$ cat src/rtl/input_link_router_mc.sv
// Input link router: assembles a HEADER_WORDS header, then routes payload to a local subunit or the transmit link.
// Optional trailer checksum is enabled by defining ILR_CHECKSUM_EN.
module input_link_router_mc #(
  parameter int LINK_NUMBER      = 0,
  parameter int DATA_WIDTH       = 32,
  parameter int SUBUNIT_QUANTITY = 4,
  parameter int HEADER_WORDS     = 4
) (
  input  logic                               clk,
  input  logic                               rst_n,
  input  logic                               in_valid,
  input  logic [DATA_WIDTH-1:0]              in_data,
  output logic                               in_ready,
  output logic [HEADER_WORDS*DATA_WIDTH-1:0] header_out,
  output logic                               header_valid,
  output logic [DATA_WIDTH-1:0]              out_data,
  output logic [SUBUNIT_QUANTITY-1:0]        sub_valid,
  input  logic [SUBUNIT_QUANTITY-1:0]        hardware_subunit_input_buffer_full,
  output logic                               tx_valid,
  input  logic                               transmit_link_output_buffer_full,
  input  logic                               op_complete,
  output logic                               ready,
  output logic                               route_err
);

  // state     | meaning
  // S_IDLE    | waiting for header word0
  // S_HDR     | collecting header words 1..HEADER_WORDS-1
  // S_LOCAL   | streaming payload to the selected subunit
  // S_CHK     | consuming the trailer of a local packet (checksum build)
  // S_WAIT_OP | payload delivered, holding until op_complete
  // S_FWD_HDR | replaying the stored header to the transmit link
  // S_FWD_PAY | streaming payload (and trailer) to the transmit link
  // S_DROP    | discarding payload of a packet for a bad subunit

`ifdef ILR_CHECKSUM_EN
  localparam int TRL = 1;
`else
  localparam int TRL = 0;
`endif
  localparam int CW   = 16 + TRL;
  localparam int HW_W = (HEADER_WORDS > 1) ? $clog2(HEADER_WORDS) : 1;
  localparam logic [HW_W-1:0] LAST = HW_W'(HEADER_WORDS - 1);
  localparam bit SINGLE = (HEADER_WORDS == 1);

  typedef enum logic [2:0] {
    S_IDLE, S_HDR, S_LOCAL, S_CHK, S_WAIT_OP, S_FWD_HDR, S_FWD_PAY, S_DROP
  } state_t;

  state_t                                   state;
  logic [HEADER_WORDS-1:0][DATA_WIDTH-1:0]  hdr_q;
  logic [HW_W-1:0]                          idx_q;
  logic [CW-1:0]                            rem_q;
  logic [3:0]                               sub_q;
  logic                                     err_q;
  logic                                     xfer;
  logic                                     full_sel;
  logic                                     hdr_done;
  logic                                     chk_bad;
  logic [31:0]                              w0;
  logic                                     w0_local;
  logic                                     w0_id_ok;
  logic [CW-1:0]                            len_eff;
  logic                                     unused_w0;

  // word0 comes straight off the link when the header is a single word
  assign w0        = (state == S_IDLE) ? in_data[31:0] : hdr_q[0][31:0];
  assign w0_local  = (w0[7:0] == 8'(LINK_NUMBER));
  assign w0_id_ok  = ({28'd0, w0[11:8]} < 32'(SUBUNIT_QUANTITY));
  assign len_eff   = CW'(w0[31:16]) + CW'(TRL);
  assign unused_w0 = ^w0[15:12];

  assign header_out   = hdr_q;
  assign ready        = (state == S_IDLE);
  assign header_valid = (state == S_LOCAL) || (state == S_CHK) || (state == S_WAIT_OP);

  always_comb begin
    full_sel = 1'b0;
    for (int i = 0; i < SUBUNIT_QUANTITY; i++)
      if (sub_q == 4'(i)) full_sel = hardware_subunit_input_buffer_full[i];
  end

  always_comb begin
    case (state)
      S_IDLE, S_HDR, S_CHK, S_DROP: in_ready = 1'b1;
      S_LOCAL:                      in_ready = ~full_sel;
      S_FWD_PAY:                    in_ready = ~transmit_link_output_buffer_full;
      default:                      in_ready = 1'b0;
    endcase
    if (!rst_n) in_ready = 1'b0;
  end

  assign xfer     = in_valid && in_ready;
  assign hdr_done = xfer && ((SINGLE && state == S_IDLE) || (state == S_HDR && idx_q == LAST));

  always_comb begin
    out_data  = '0;
    sub_valid = '0;
    tx_valid  = 1'b0;
    case (state)
      S_LOCAL: begin
        out_data = in_data;
        for (int i = 0; i < SUBUNIT_QUANTITY; i++)
          sub_valid[i] = xfer && (sub_q == 4'(i));
      end
      S_FWD_HDR: begin
        out_data = hdr_q[idx_q];
        tx_valid = ~transmit_link_output_buffer_full;
      end
      S_FWD_PAY: begin
        out_data = in_data;
        tx_valid = xfer;
      end
      default: ;
    endcase
  end

`ifdef ILR_CHECKSUM_EN
  logic [DATA_WIDTH-1:0] csum_q;

  always_ff @(posedge clk or negedge rst_n) begin
    if (!rst_n) begin
      csum_q <= '0;
    end else if (xfer) begin
      if (state == S_IDLE) csum_q <= in_data;
      else if (state == S_HDR || state == S_LOCAL) csum_q <= csum_q ^ in_data;
    end
  end

  assign chk_bad   = (state == S_CHK) && xfer && (csum_q != in_data);
  assign route_err = err_q | chk_bad;
`else
  assign chk_bad   = 1'b0;
  assign route_err = err_q;
`endif

  always_ff @(posedge clk or negedge rst_n) begin
    if (!rst_n) begin
      state <= S_IDLE;
      hdr_q <= '0;
      idx_q <= '0;
      rem_q <= '0;
      sub_q <= '0;
      err_q <= 1'b0;
    end else begin
      err_q <= 1'b0;
      case (state)
        S_IDLE: if (xfer) begin
          hdr_q[0] <= in_data;
          idx_q    <= HW_W'(1);
          state    <= S_HDR;
        end
        S_HDR: if (xfer) begin
          hdr_q[idx_q] <= in_data;
          idx_q        <= idx_q + 1'b1;
        end
        S_LOCAL: if (xfer) begin
          rem_q <= rem_q - 1'b1;
          if (rem_q == CW'(1)) state <= (TRL != 0) ? S_CHK : S_WAIT_OP;
        end
        S_CHK: if (xfer) state <= chk_bad ? S_IDLE : S_WAIT_OP;
        S_WAIT_OP: if (op_complete) state <= S_IDLE;
        S_FWD_HDR: if (!transmit_link_output_buffer_full) begin
          if (idx_q == LAST) state <= (rem_q == '0) ? S_IDLE : S_FWD_PAY;
          else idx_q <= idx_q + 1'b1;
        end
        S_FWD_PAY, S_DROP: if (xfer) begin
          rem_q <= rem_q - 1'b1;
          if (rem_q == CW'(1)) state <= S_IDLE;
        end
        default: state <= S_IDLE;
      endcase

      // routing decision overrides the header-collection transition above
      if (hdr_done) begin
        sub_q <= w0[11:8];
        rem_q <= len_eff;
        idx_q <= '0;
        if (!w0_local) begin
          state <= S_FWD_HDR;
        end else if (!w0_id_ok) begin
          err_q <= 1'b1;
          state <= (len_eff == '0) ? S_IDLE : S_DROP;
        end else if (w0[31:16] != 16'd0) begin
          rem_q <= CW'(w0[31:16]);
          state <= S_LOCAL;
        end else begin
          state <= (TRL != 0) ? S_CHK : S_WAIT_OP;
        end
      end
    end
  end

endmodule

$ cat config.mk
export PLATFORM = sky130hd
export DESIGN_NAME = input_link_router_mc
export DESIGN_NICKNAME = d
export VERILOG_FILES = /design/src/rtl/input_link_router_mc.sv
export SDC_FILE = /design/constraint.sdc
export NUM_CORES = 1
export LEC_CHECK = 0
export CAP_MARGIN = 20
export CORE_MARGIN = 5
export CORE_UTILIZATION = 53
export DETAILED_ROUTE_END_ITERATION = 10
export GPL_TIMING_DRIVEN = 0
export PLACE_DENSITY = 0.94
export SLEW_MARGIN = 20
export SYNTH_ARGS = -nofsm -noshare
export SYNTH_HDL_FRONTEND = slang
export SYNTH_SLANG_ARGS = --single-unit
$ cat constraint.sdc
create_clock -name clk -period 4.7 [get_ports clk]
set_clock_uncertainty 0.15 [all_clocks]
set_input_delay 0.47 -clock clk [delete_from_list [all_inputs] [get_ports clk]]
set_output_delay 0.47 -clock clk [all_outputs]
set_load 0.05 [all_outputs]
==> qor.tcl, run 1 <==
set qor(place_hpwl_um) 19660
set qor(drt_wl_total_um) 29700
set qor(end_kind) {output port}
set qor(die-width_um) 132.3
set qor(synth_fp_nets) 708
set qor(worst-setup-path-type) {flip-flop to output port}
set qor(critPathLaunchType) {flip-flop}
set qor(antenna_violating_nets_post_route) 0
set qor(floorplan.initialDensity_pct) 54.34
set qor(die_area_sq_mm) 0.01750
set qor(cts_tree) {yes}
set qor(detail_route.drc_violations) 0
set qor(synth.yosys.warnings) 0
set qor(die_h_um) 132.3
set qor(first_global_vias) 7622
set qor(via_per_inst) 6.656
set qor(yosys_reg_bits) 154
set qor(postLayoutCoreUtil_pct) 74.76
set qor(worst_setup_hold_path_clk_slew_ps) 60
set qor(cts_max_level) 4
set qor(synth_edf_count) 0
set qor(synth_cell_type_count) 57
set qor(grt_pass1_wl_um) 46070
set qor(max-cap-violations) 0
set qor(min_path_type) {flip-flop to flip-flop}
set qor(synth.cell_area_sq_mm) 0.007928
set qor(tightestPinTransition_ps) 1080
set qor(clock-sinks) 154
set qor(grt_setup_unrepaired) {no}
set qor(achievable-frequency_ghz) 0.2411
set qor(numCtsBuffers) 17
set qor(critPathRequiredTime_ps) 4080
set qor(area_growth_pct) 37.58
set qor(grt_antenna_before_repair) 0
set qor(min_period_over_period_pct) 88.27
set qor(clkLatencyLatePin_ps) 440
set qor(layout-drive-gt1-share_pct) 21.48
set qor(gp_congestion) 0.9538
set qor(setup_viol_count_final) 0
set qor(global_route_overflow) 0
set qor(detailedRoute.firstPassIterationCount) 5
set qor(run_status) {completed}
set qor(critical_path_arrival_ps) 3530
set qor(largest_net_degree_at_the_start_of_global_routing) 91
set qor(timing.critical_path.fanout_max) 10
set qor(grt_usage_pct) 33.90
set qor(async_flop_share_pct) 100.0
set qor(slew_violations) 0
set qor(max_slew_headroom_pct) 28.00
set qor(nets) 938
set qor(max-clock-path-buffers) 2
set qor(drtIter0Drc) 784
set qor(numPortBuffers) 209
set qor(ys_seq_area_share_pct) 48.61
set qor(postSynthCellCount) 660
set qor(synth_area_per_cell_sq_um) 12.01
set qor(routed-via-count) 7235
set qor(ioPinCount) 210
set qor(dominantRegCellSynth) {sky130_fd_sc_hd__dfrtp_1}
set qor(floorplan.core_area_sq_mm) 0.01459
set qor(fin_crit_ps) 4149
set qor(wire_per_inst_um) 27.32
set qor(diodes) 0
set qor(clock_tree.root_cell) {sky130_fd_sc_hd__clkbuf_16}
set qor(rows) 44
set qor(final_hold_viol_count) 0
-- metal layers --
| layer | part of all wire (%) | GRT usage (%) | routed length (um) |
|---|---|---|---|
| met2 | 48 | 53.20 | 14210 |
| met3 | 11 | 10.15 | 3203 |
| met1 | 34 | 40.78 | 10220 |
| met4 | 6.9 | 21.72 | 2058 |
| met5 | 0 | 0 | 0 |
-- Yosys cell counts (7+ instances only) --
cell type,number,area share [%]
sky130_fd_sc_hd__dfrtp_1,154,49
sky130_fd_sc_hd__mux2_2,109,15
sky130_fd_sc_hd__nand2_1,109,5.2
sky130_fd_sc_hd__a22o_1,32,3.5
sky130_fd_sc_hd__mux4_2,32,9.1
sky130_fd_sc_hd__nor2_1,23,1.1
sky130_fd_sc_hd__clkbuf_1,21,0.99
sky130_fd_sc_hd__nor4_1,13,1.0
sky130_fd_sc_hd__a21oi_1,11,0.69
sky130_fd_sc_hd__buf_2,11,0.69
sky130_fd_sc_hd__mux2i_1,10,1.3
sky130_fd_sc_hd__inv_1,9,0.43
sky130_fd_sc_hd__buf_1,8,0.38
sky130_fd_sc_hd__a31oi_1,7,0.55
sky130_fd_sc_hd__ha_1,7,1.1
sky130_fd_sc_hd__nor3_1,7,0.44
-- through the flow --
step / setup WS (ps) / TNS, ps / cell area (sq um) / cells / hold slack, ps
3_5_place_dp: 1129 / 0 / 10280 / 1054 / 317.2
5_1_grt: 427.8 / 0 / 10910 / 1087 / 388.6
2_1_floorplan: 1837 / 0 / 7928 / 660 / 24.41
6_report: 551.5 / 0 / 10910 / 1087 / 361.6
4_1_cts: 551.9 / 0 / 10910 / 1087 / 359.1
3_3_place_gp: -4860 / -1235020 / 10250 / 1053 / 332.3
-- flip-flops by register name, summed over array words and instances, names as in the netlist --
signal	flops
header_out	128
idx_q	2
rem_q	16
route_err	1
state	3
sub_q	4
-- cell families after synthesis --
| family | count (synthesis) | synth area share (%) |
|---|---|---|
| adder cells (fa/ha/maj) | 7 | 1.105 |
| buffers and inverters | 52 | 2.825 |
| multiplexers | 155 | 26.47 |
| flip-flops | 154 | 48.61 |
| AND/OR/NAND/NOR | 195 | 11.47 |
| XOR/XNOR | 6 | 0.6629 |
| AO/OA/AOI/OAI | 91 | 8.854 |
-- worst paths after layout --
kind,cells past startpoint,endpoint,slack (ps),from
max,5,out_data[8],550,idx_q[1]$_DFFE_PN0P_
min,2,header_out[122]$_DFFE_PN0P_,360,header_out[122]$_DFFE_PN0P_
max reg2reg,7,header_out[52]$_DFFE_PN0P_,1170,idx_q[1]$_DFFE_PN0P_
min reg2reg,2,header_out[122]$_DFFE_PN0P_,360,header_out[122]$_DFFE_PN0P_
max in group asynchronous,3,sub_q[3]$_DFFE_PN0P_,3110,rst_n
min in group asynchronous,2,header_out[57]$_DFFE_PN0P_,450,rst_n
-- cells in the final DEF (no fill, tap or decap), types with 3 or more instances in the layout --
cell type / synthesis / final
sky130_fd_sc_hd__nand2_1: 109 / 109
sky130_fd_sc_hd__buf_1: 8 / 8
sky130_fd_sc_hd__a21o_1: 4 / 4
sky130_fd_sc_hd__nor4_1: 13 / 13
sky130_fd_sc_hd__clkbuf_1: 21 / 23
sky130_fd_sc_hd__o21ai_1: 3 / 3
sky130_fd_sc_hd__clkbuf_8: 0 / 3
sky130_fd_sc_hd__and3_1: 3 / 3
sky130_fd_sc_hd__nor2b_1: 3 / 3
sky130_fd_sc_hd__nor3_1: 7 / 7
sky130_fd_sc_hd__or4_1: 4 / 4
sky130_fd_sc_hd__a31oi_1: 7 / 7
sky130_fd_sc_hd__nor2_1: 23 / 23
sky130_fd_sc_hd__clkbuf_16: 0 / 17
sky130_fd_sc_hd__nand3_1: 5 / 5
sky130_fd_sc_hd__a211oi_1: 4 / 4
sky130_fd_sc_hd__mux4_2: 32 / 32
sky130_fd_sc_hd__nand4_1: 4 / 4
sky130_fd_sc_hd__xnor2_1: 6 / 6
sky130_fd_sc_hd__mux2_2: 109 / 109
sky130_fd_sc_hd__mux2i_1: 10 / 10
sky130_fd_sc_hd__inv_1: 9 / 9
sky130_fd_sc_hd__buf_2: 11 / 11
sky130_fd_sc_hd__a22o_1: 32 / 32
sky130_fd_sc_hd__clkinvlp_4: 0 / 3
sky130_fd_sc_hd__dfrtp_1: 154 / 154
sky130_fd_sc_hd__bufinv_16: 0 / 3
sky130_fd_sc_hd__nand2b_1: 5 / 5
sky130_fd_sc_hd__clkdlybuf4s50_1: 0 / 208
sky130_fd_sc_hd__o21ai_0: 6 / 6
sky130_fd_sc_hd__ha_1: 7 / 7
sky130_fd_sc_hd__or3_1: 6 / 6
sky130_fd_sc_hd__a21oi_1: 11 / 11
sky130_fd_sc_hd__o41ai_1: 3 / 3
sky130_fd_sc_hd__o31ai_1: 3 / 3
-- repair_timing --
item / in CTS / in global routing
endpoints found under the hold margin: 64 / 0
gates resized for setup: 0 / 0
buffers inserted: 0 / 0
hold buffers: 1 / 0
-- cell type report --
class                           count  area (sq um)
Sequential cell                   154          3854
Timing Repair Buffer              211          2135
Clock buffer                       22         474.2
Buffer                             43         190.2
Multi-Input combinational cell    454          3850
Clock inverter                     10         140.1
Fill cell                         829          3682
Inverter                            9         33.78
Tap cell                          184         230.2
-- critical path, cell delays in order, from the launching register on --
cell and delay [ps]:
sky130_fd_sc_hd__dfrtp_1 360, sky130_fd_sc_hd__clkbuf_1 420, sky130_fd_sc_hd__buf_1 860, sky130_fd_sc_hd__mux4_2 430, sky130_fd_sc_hd__a22o_1 160, sky130_fd_sc_hd__clkdlybuf4s50_1 850
Power of run 1 is left out: the tool's default activity adds up to more than one toggle a clock period on the data nets, which glitch-free logic cannot reach.
==> inputs of run 2 (changes only) <==
ABC_AREA = 1   (was default)
CAP_MARGIN = 30   (was 20)
CORE_UTILIZATION = 45   (was 53)
PLACE_DENSITY = 0.85   (was 0.94)
clock period = 3.5 ns   (was 4.7 ns; I/O delays follow)
==> run 2 against run 1 <==
Compared with the run above: the flow now finishes with violations (setup timing); global-route usage decreased by 1.8 points; final area increased by 2.1%; via count increased by 28%; critical path type unchanged; highest routed layer unchanged.
==> qor.tcl, run 2 <==
set qor(worst_setup_hold_path_clk_slew_ps) 60 ;# about the same
set qor(endpoint) {out_data[29]}
set qor(fin_worst_hold_slack_ps) 348.9 ;# -12.69 ps
set qor(die_h_um) 144.7 ;# +9.4%
set qor(drt_wl_total_um) 33580 ;# +13%
set qor(worst_ir_drop_vdd_mv) 0.6921
set qor(failed_checks) {setup timing}
set qor(synth_cell_type_count) 33 ;# -42%
set qor(achievable-frequency_ghz) 0.2847
set qor(wire_per_inst_um) 21.64 ;# -21%
set qor(synth.largest_area_cell) {sky130_fd_sc_hd__dfrtp_1}
set qor(cts_tree) {yes}
set qor(dominantRegCellSynth) {sky130_fd_sc_hd__dfrtp_1}
set qor(numPortBuffers) 209 ;# unchanged
set qor(tightestPinTransition_ps) 883.8 ;# -196.2 ps
set qor(gp_congestion) 1.018 ;# +6.7%
set qor(crit_path_start) {state[0]$_DFFE_PN0P_}
set qor(final_hold_viol_count) 0 ;# unchanged
set qor(grt_pass1_wl_um) 51090 ;# +11%
set qor(finalNonFillerCells) 1552 ;# +43%
set qor(run_status) {complete, but fails checks}
set qor(detail_route.drc_violations) 0 ;# unchanged
set qor(drtIter0Drc) 1430 ;# +82%
set qor(synth_top_cells_by_area) {sky130_fd_sc_hd__dfrtp_1, sky130_fd_sc_hd__nand2_1, sky130_fd_sc_hd__o21ai_0}
set qor(rows) 49 ;# +11%
set qor(synth_area_per_cell_sq_um) 7.572 ;# -37%
set qor(synth_fp_nets) 1127 ;# +59%
set qor(critPathLaunchType) {flip-flop}
set qor(fin_crit_ps) 3513
set qor(via_per_inst) 5.953 ;# -11%
set qor(critPathRequiredTime_ps) 3000 ;# -1080 ps
set qor(most-common-layout-cells) {sky130_fd_sc_hd__nand2_1, sky130_fd_sc_hd__clkdlybuf4s50_1, sky130_fd_sc_hd__dfrtp_1}
set qor(routed-via-count) 9239 ;# +28%
set qor(async_flop_share_pct) 100.0 ;# unchanged
set qor(end_kind) {output port}
set qor(numCtsBuffers) 17 ;# unchanged
set qor(total_design_power_uw) 13170
set qor(grt_setup_unrepaired) {no}
set qor(diodes) 0 ;# unchanged
set qor(clkLatencyLatePin_ps) 430 ;# about the same
set qor(worst-setup-path-type) {flip-flop to output port}
set qor(max-cap-violations) 0 ;# unchanged
set qor(nets) 1358 ;# +45%
set qor(antenna_violating_nets_post_route) 0 ;# unchanged
set qor(layout-drive-gt1-share_pct) 7.710 ;# -14 points
set qor(setup_viol_count_final) 2 ;# +2
set qor(max-clock-path-buffers) 2 ;# unchanged
set qor(leakagePower_uw) 0.005304
set qor(ioPinCount) 210 ;# unchanged
set qor(grt_antenna_before_repair) 0 ;# unchanged
set qor(place_inst) 1518 ;# +44%
set qor(die-width_um) 144.7 ;# +9.4%
set qor(critical_path.reg2reg.startpoint) {state[0]$_DFFE_PN0P_}
set qor(area_growth_pct) 36.23
set qor(place_hpwl_um) 23240 ;# +18%
set qor(reg2regPathDepth) 13 ;# +6
set qor(post-synth-top-area-fraction_pct) 47.17 ;# -1.4 points
set qor(worst_reg_to_reg_setup_slack_ps) 600 ;# -570 ps
set qor(ys_seq_area_share_pct) 47.17 ;# -1.4 points
set qor(synth.cell_area_sq_mm) 0.008170 ;# +3.1%
set qor(postSynthCellCount) 1079 ;# +63%
set qor(clock_tree.root_cell) {sky130_fd_sc_hd__clkbuf_16}
set qor(clock-sinks) 154 ;# unchanged
set qor(post-route-worst-setup-slack_ps) -12.54 ;# -564.0 ps
set qor(min_path_type) {primary input to asynchronous set/reset pin}
set qor(r2r-end) {state[2]$_DFFE_PN0P_}
set qor(mostFrequentLayoutCell) {sky130_fd_sc_hd__nand2_1}
set qor(floorplan.core_area_sq_mm) 0.01790 ;# +23%
set qor(slew_violations) 0 ;# unchanged
set qor(min_period_over_period_pct) 100.4
set qor(largest_register_ff_count) 128 ;# unchanged
set qor(synth_edf_count) 0 ;# unchanged
set qor(floorplan.initialDensity_pct) 45.64 ;# -8.7 points
set qor(grt_usage_pct) 32.08 ;# -1.8 points
set qor(synth.yosys.warnings) 0 ;# unchanged
set qor(first_global_vias) 9054 ;# +19%
set qor(cts_max_level) 4 ;# unchanged
set qor(timing.critical_path.fanout_max) 10 ;# unchanged
set qor(num-fill-cells) 1556 ;# +88%
set qor(detailedRoute.firstPassIterationCount) 6 ;# +1
set qor(final_design_area_no_fill_sq_mm) 0.01113 ;# +2.1%
set qor(largest_net_degree_at_the_start_of_global_routing) 95 ;# +4.4%
set qor(place_area_sq_mm) 0.01058 ;# +2.9%
set qor(die_area_sq_mm) 0.02095 ;# +20%
set qor(ys_top_cells_by_count) {sky130_fd_sc_hd__nand2_1, sky130_fd_sc_hd__dfrtp_1, sky130_fd_sc_hd__o21ai_0, sky130_fd_sc_hd__inv_1, sky130_fd_sc_hd__o21ai_1}
set qor(yosys.cell_count.top_type) {sky130_fd_sc_hd__nand2_1}
set qor(yosys_reg_bits) 154 ;# unchanged
set qor(critical_path_arrival_ps) 3010 ;# -520 ps
set qor(global_route_overflow) 0 ;# unchanged
set qor(power_density_mw_per_mm2) 1183
set qor(max_slew_headroom_pct) 41.08 ;# +13 points
==> run 2: cell types whose count changed in the layout (fill, tap and decap cells not counted), moves of 79 or more <==
cell                      change
sky130_fd_sc_hd__o21ai_0    +113
sky130_fd_sc_hd__o21ai_1    +103
sky130_fd_sc_hd__nand3_1     +79
sky130_fd_sc_hd__nand2_1    +162
sky130_fd_sc_hd__inv_1      +104
sky130_fd_sc_hd__mux2_2     -109
==> run 2: through the flow <==
step / utilization [%] / setup TNS [ps] / setup slack, ps
detailed placement: 59.11 / -965.1 / -114.5
global route: 62.18 / 0 / 0.7150
CTS: 62.26 / 0 / 11.61
global placement: 58.93 / -1359580 / -5033
floorplan: - / 0 / 314.7
finish: 62.18 / -21.36 / -12.54
==> run 2: report_power, final <==
group | switching, uW | total (uW) | internal, uW
combinational | 5680 | 8030 | 2350
clock | 793 | 1750 | 954
sequential | 814 | 3390 | 2580
==> run 2: logic make-up (layout without fill, tap and decap cells) <==
family	Yosys count	in the layout	synth area share [%]
compound gates	302	302	19.17
xor+xnor	12	12	1.286
fa+ha+maj	7	7	1.072
buf+inv	180	424	8.943
flops	154	154	47.17
simple gates	424	424	22.36
==> run 2: critical path, stage by stage (launching register included) <==
cell and delay, ps:
sky130_fd_sc_hd__dfrtp_1 420, sky130_fd_sc_hd__inv_2 90, sky130_fd_sc_hd__buf_6 150, sky130_fd_sc_hd__nor2_4 140, sky130_fd_sc_hd__nand2_1 90, sky130_fd_sc_hd__buf_2 240, sky130_fd_sc_hd__clkinv_2 220, sky130_fd_sc_hd__buf_2 360
sky130_fd_sc_hd__nand3_1 110, sky130_fd_sc_hd__o21ai_0 160, sky130_fd_sc_hd__dlygate4sd2_1 590
==> run 2: worst min path at each step <==
stage	startpoint	endpoint	slack, ps
after floorplan	rst_n	header_out[0]$_DFFE_PN0P_	-100
after global placement	rem_q[1]$_DFFE_PN0P_	rem_q[1]$_DFFE_PN0P_	340
after detailed placement	rst_n	sub_q[1]$_DFFE_PN0P_	170
after CTS	rem_q[1]$_DFFE_PN0P_	rem_q[1]$_DFFE_PN0P_	360
after global routing	rem_q[1]$_DFFE_PN0P_	rem_q[1]$_DFFE_PN0P_	380
final	rst_n	sub_q[1]$_DFFE_PN0P_	350
==> run 2: layout make-up <==
cell class | instances | area [sq um] | area share (%)
tap | 229 | 286.5 | 2.574
clock inverter | 11 | 88.84 | 0.7981
timing repair buffer | 212 | 2106 | 18.92
buffer | 63 | 309.0 | 2.777
clock buffer | 21 | 460.4 | 4.137
inverter | 117 | 440.4 | 3.957
multi-input combinational | 745 | 3586 | 32.22
sequential | 154 | 3854 | 34.62
==> run 2: timing repair <==
action | CTS | global route
buffers inserted | 0 | 0
hold buffers | 2 | 0
resized for setup | 46 | 27
endpoints found under the setup margin | 32 | 25
endpoints found under the hold margin | 60 | 0
gates cloned | 0 | 0
==> run 2: metal layers <==
layer	global-route usage, %	vias to the layer above	wire, um
li1	-	4005	-
met5	0	-	0
met1	40.91	4351	12200
met2	48.62	736	14840
met3	11.01	147	4583
met4	16.20	0	1960
Power figures use the tool's default switching activity.
==> inputs of run 3 (changes only) <==
CORE_MARGIN = default   (was 5)
==> run 3 against run 2 <==
Compared with the run above: the run still ends with setup timing left; combinational power decreased by 0.5%; wire length decreased by 1.2%; flip-flop and latch count unchanged; critical endpoint is now out_data[15]; largest cell class unchanged.
==> qor.tcl, run 3 (synthesis gave the netlist of run 2 again) <==
set qor(place_inst) 1515 ;# -0.20%
set qor(run_status) {complete, but fails checks}
set qor(routed-via-count) 9244 ;# +0.054%
set qor(path_buf_inv) 4 ;# -2
set qor(numPortBuffers) 209 ;# unchanged
set qor(clkLatencyLatePin_ps) 430 ;# about the same
set qor(p_seq_share_pct) 25.8 ;# about the same
set qor(timing.setup.tns_ps) -151.0 ;# -129.6 ps
set qor(ioPinCount) 210 ;# unchanged
set qor(place_hpwl_um) 22880 ;# -1.6%
set qor(layout-drive-gt1-share_pct) 7.634 ;# -0.076 points
set qor(gp_congestion) 0.9286 ;# -8.7%
set qor(setup_viol_count_final) 4 ;# +2
set qor(diodes) 0 ;# unchanged
set qor(area_growth_pct) 36.52
set qor(r2r-end) {state[2]$_DFFE_PN0P_}
set qor(detailedRoute.firstPassIterationCount) 6 ;# unchanged
set qor(clock_tree.root_cell) {sky130_fd_sc_hd__clkbuf_16}
set qor(reg2regPathDepth) 13 ;# unchanged
set qor(die-width_um) 136.7 ;# -5.5%
set qor(clock_share_of_power_pct) 13.7 ;# +0.4 points
set qor(place_area_sq_mm) 0.01060 ;# +0.21%
set qor(via_per_inst) 5.972 ;# +0.31%
set qor(max-clock-path-buffers) 2 ;# unchanged
set qor(largest_register_ff_count) 128 ;# unchanged
set qor(numCtsBuffers) 17 ;# unchanged
set qor(min_period_over_period_pct) 102.5 ;# +2.2 points
set qor(end_kind) {output port}
set qor(worst_reg_to_reg_setup_slack_ps) 530 ;# -70 ps
set qor(achievable-frequency_ghz) 0.2787 ;# -2.1%
set qor(wire_per_inst_um) 21.42 ;# -0.99%
set qor(power_density_mw_per_mm2) 1185 ;# +0.15%
set qor(grt_usage_pct) 36.55 ;# +4.5 points
set qor(floorplan.initialDensity_pct) 46.59 ;# +0.95 points
set qor(power.switching_fraction_pct) 54.81 ;# -0.51 points
set qor(mostFrequentLayoutCell) {sky130_fd_sc_hd__nand2_1}
set qor(fin_crit_ps) 3588 ;# +75.63 ps
set qor(most-common-layout-cells) {sky130_fd_sc_hd__nand2_1, sky130_fd_sc_hd__clkdlybuf4s50_1, sky130_fd_sc_hd__dfrtp_1}
set qor(grt_pass1_wl_um) 50050 ;# -2.0%
set qor(clock-sinks) 154 ;# unchanged
set qor(max_slew_headroom_pct) 43.93 ;# +2.8 points
set qor(rows) 48 ;# -2.0%
set qor(max-cap-violations) 0 ;# unchanged
set qor(grt_antenna_before_repair) 0 ;# unchanged
set qor(combPwrFrac_pct) 60.5 ;# -0.5 points
set qor(critical_path_arrival_ps) 3090 ;# +80 ps
set qor(drtIter0Drc) 1426 ;# -0.28%
set qor(critPathLaunchType) {flip-flop}
set qor(nets) 1359 ;# +0.074%
set qor(netSwitchingPower_uw) 7245 ;# -0.56%
set qor(finalNonFillerCells) 1548 ;# -0.26%
set qor(slew_violations) 0 ;# unchanged
set qor(worst_setup_hold_path_clk_slew_ps) 60 ;# about the same
set qor(post-route-worst-setup-slack_ps) -88.17 ;# -75.63 ps
set qor(final_hold_viol_count) 0 ;# unchanged
set qor(critPathRequiredTime_ps) 3000 ;# about the same
set qor(tightestPinTransition_ps) 841.1 ;# -42.72 ps
set qor(leakagePower_uw) 0.005297 ;# -0.14%
set qor(worst-setup-path-type) {flip-flop to output port}
set qor(path_cells) {clkbuf_1 -> inv_1 -> clkbuf_2 -> nand2_1 -> a221o_1 -> o21ai_0 -> clkdlybuf4s50_1}
set qor(first_global_vias) 8813 ;# -2.7%
set qor(global_route_overflow) 0 ;# unchanged
set qor(die_area_sq_mm) 0.01870 ;# -11%
set qor(post_cts.repair.setup_buffers) 0 ;# unchanged
set qor(critical_path.max_stage_delay_ps) 840 ;# +250 ps
set qor(cts_tree) {yes}
set qor(failed_checks) {setup timing}
set qor(preCtsSetupSlack_ps) -68.19 ;# +46.35 ps
set qor(drt_wl_total_um) 33170 ;# -1.2%
set qor(min_path_type) {primary input to asynchronous set/reset pin}
set qor(cell_internal_pwr_uw) 5973 ;# +1.5%
set qor(worst_ir_drop_vdd_mv) 0.6833 ;# -1.3%
set qor(largest_net_degree_at_the_start_of_global_routing) 59 ;# -38%
set qor(timing.critical_path.fanout_max) 11 ;# +1
set qor(critical-path-slowest-cell) {sky130_fd_sc_hd__clkdlybuf4s50_1}
set qor(cts_max_level) 4 ;# unchanged
set qor(cpLargestDelayFamily) {buffers and inverters}
set qor(antenna_violating_nets_post_route) 0 ;# unchanged
set qor(floorplan.core_area_sq_mm) 0.01754 ;# -2.0%
set qor(die_h_um) 136.7 ;# -5.5%
set qor(critical_path.reg2reg.startpoint) {state[0]$_DFFE_PN0P_}
set qor(grt_setup_unrepaired) {yes}
set qor(total_design_power_uw) 13220 ;# +0.36%
set qor(final_design_area_no_fill_sq_mm) 0.01115 ;# +0.21%
set qor(detail_route.drc_violations) 0 ;# unchanged
==> run 3: per-layer routing <==
layer | GRT usage, % | vias to the layer above | share of wire [%]
met5 | 0 | - | 0
met4 | 20.31 | 0 | 5.5
met1 | 47.55 | 4301 | 38
li1 | - | 4003 | -
met2 | 54.71 | 792 | 44
met3 | 10.33 | 148 | 13
==> run 3: repair_timing <==
item,4_1_cts,5_1_grt
hold buffers,2,0
pin swaps,0,0
resized for setup,43,24
setup endpoints to repair,32,27
hold endpoints to repair,46,0
==> run 3: worst register-to-register path, stage by stage, from the launching register on <==
cell and delay, ps:
sky130_fd_sc_hd__dfrtp_1 420, sky130_fd_sc_hd__inv_2 80, sky130_fd_sc_hd__buf_6 160, sky130_fd_sc_hd__nand2_1 100
sky130_fd_sc_hd__buf_2 310, sky130_fd_sc_hd__clkinv_1 260, sky130_fd_sc_hd__o21ai_0 550, sky130_fd_sc_hd__nand2_1 180
sky130_fd_sc_hd__ha_1 320, sky130_fd_sc_hd__inv_1 30, sky130_fd_sc_hd__nor2_1 90, sky130_fd_sc_hd__o21ai_0 90
sky130_fd_sc_hd__nand2_1 70, sky130_fd_sc_hd__nand2_1 60
==> run 3: worst max path at each step <==
stage / from / endpoint / slack (ps) / cells past startpoint
2_1_floorplan: state[1]$_DFFE_PN0P_ / sub_valid[3] / 310 / 9
3_3_place_gp: rst_n / sub_valid[3] / -5030 / 8
3_5_place_dp: state[0]$_DFFE_PN0P_ / out_data[23] / -70 / 10
4_1_cts: idx_q[0]$_DFFE_PN0P_ / out_data[15] / 0.2 / 7
5_1_grt: idx_q[0]$_DFFE_PN0P_ / out_data[15] / -170 / 6
6_report: idx_q[0]$_DFFE_PN0P_ / out_data[15] / -90 / 7
==> run 3: power by group through the flow <==
stage               combinational, uW  clock [uW]  sequential, uW
finish                           7990        1810            3410
global route                     8410        1880            3480
CTS                              7850        1800            3360
detailed placement               7830           0            3370
global placement                 7690           0            3360
floorplan                        2870           0            5490
==> run 3: through the flow <==
| step | hold WS (ps) | utilization [%] |
|---|---|---|
| 2_1_floorplan | -95.59 | - |
| 3_3_place_gp | 340.0 | 60.12 |
| 3_5_place_dp | 144.9 | 60.47 |
| 4_1_cts | 360.7 | 63.73 |
| 5_1_grt | 373.2 | 63.61 |
| 6_report | 346.5 | 63.61 |
==> run 3: layout make-up <==
class / count / area [sq um]
Fill cell: 1511 / 6382
Sequential cell: 154 / 3854
Multi-Input combinational cell: 745 / 3586
Timing Repair Buffer: 213 / 2128
Inverter: 117 / 440.4
Clock buffer: 19 / 432.9
Buffer: 63 / 305.3
Tap cell: 225 / 281.5
Clock inverter: 12 / 126.4
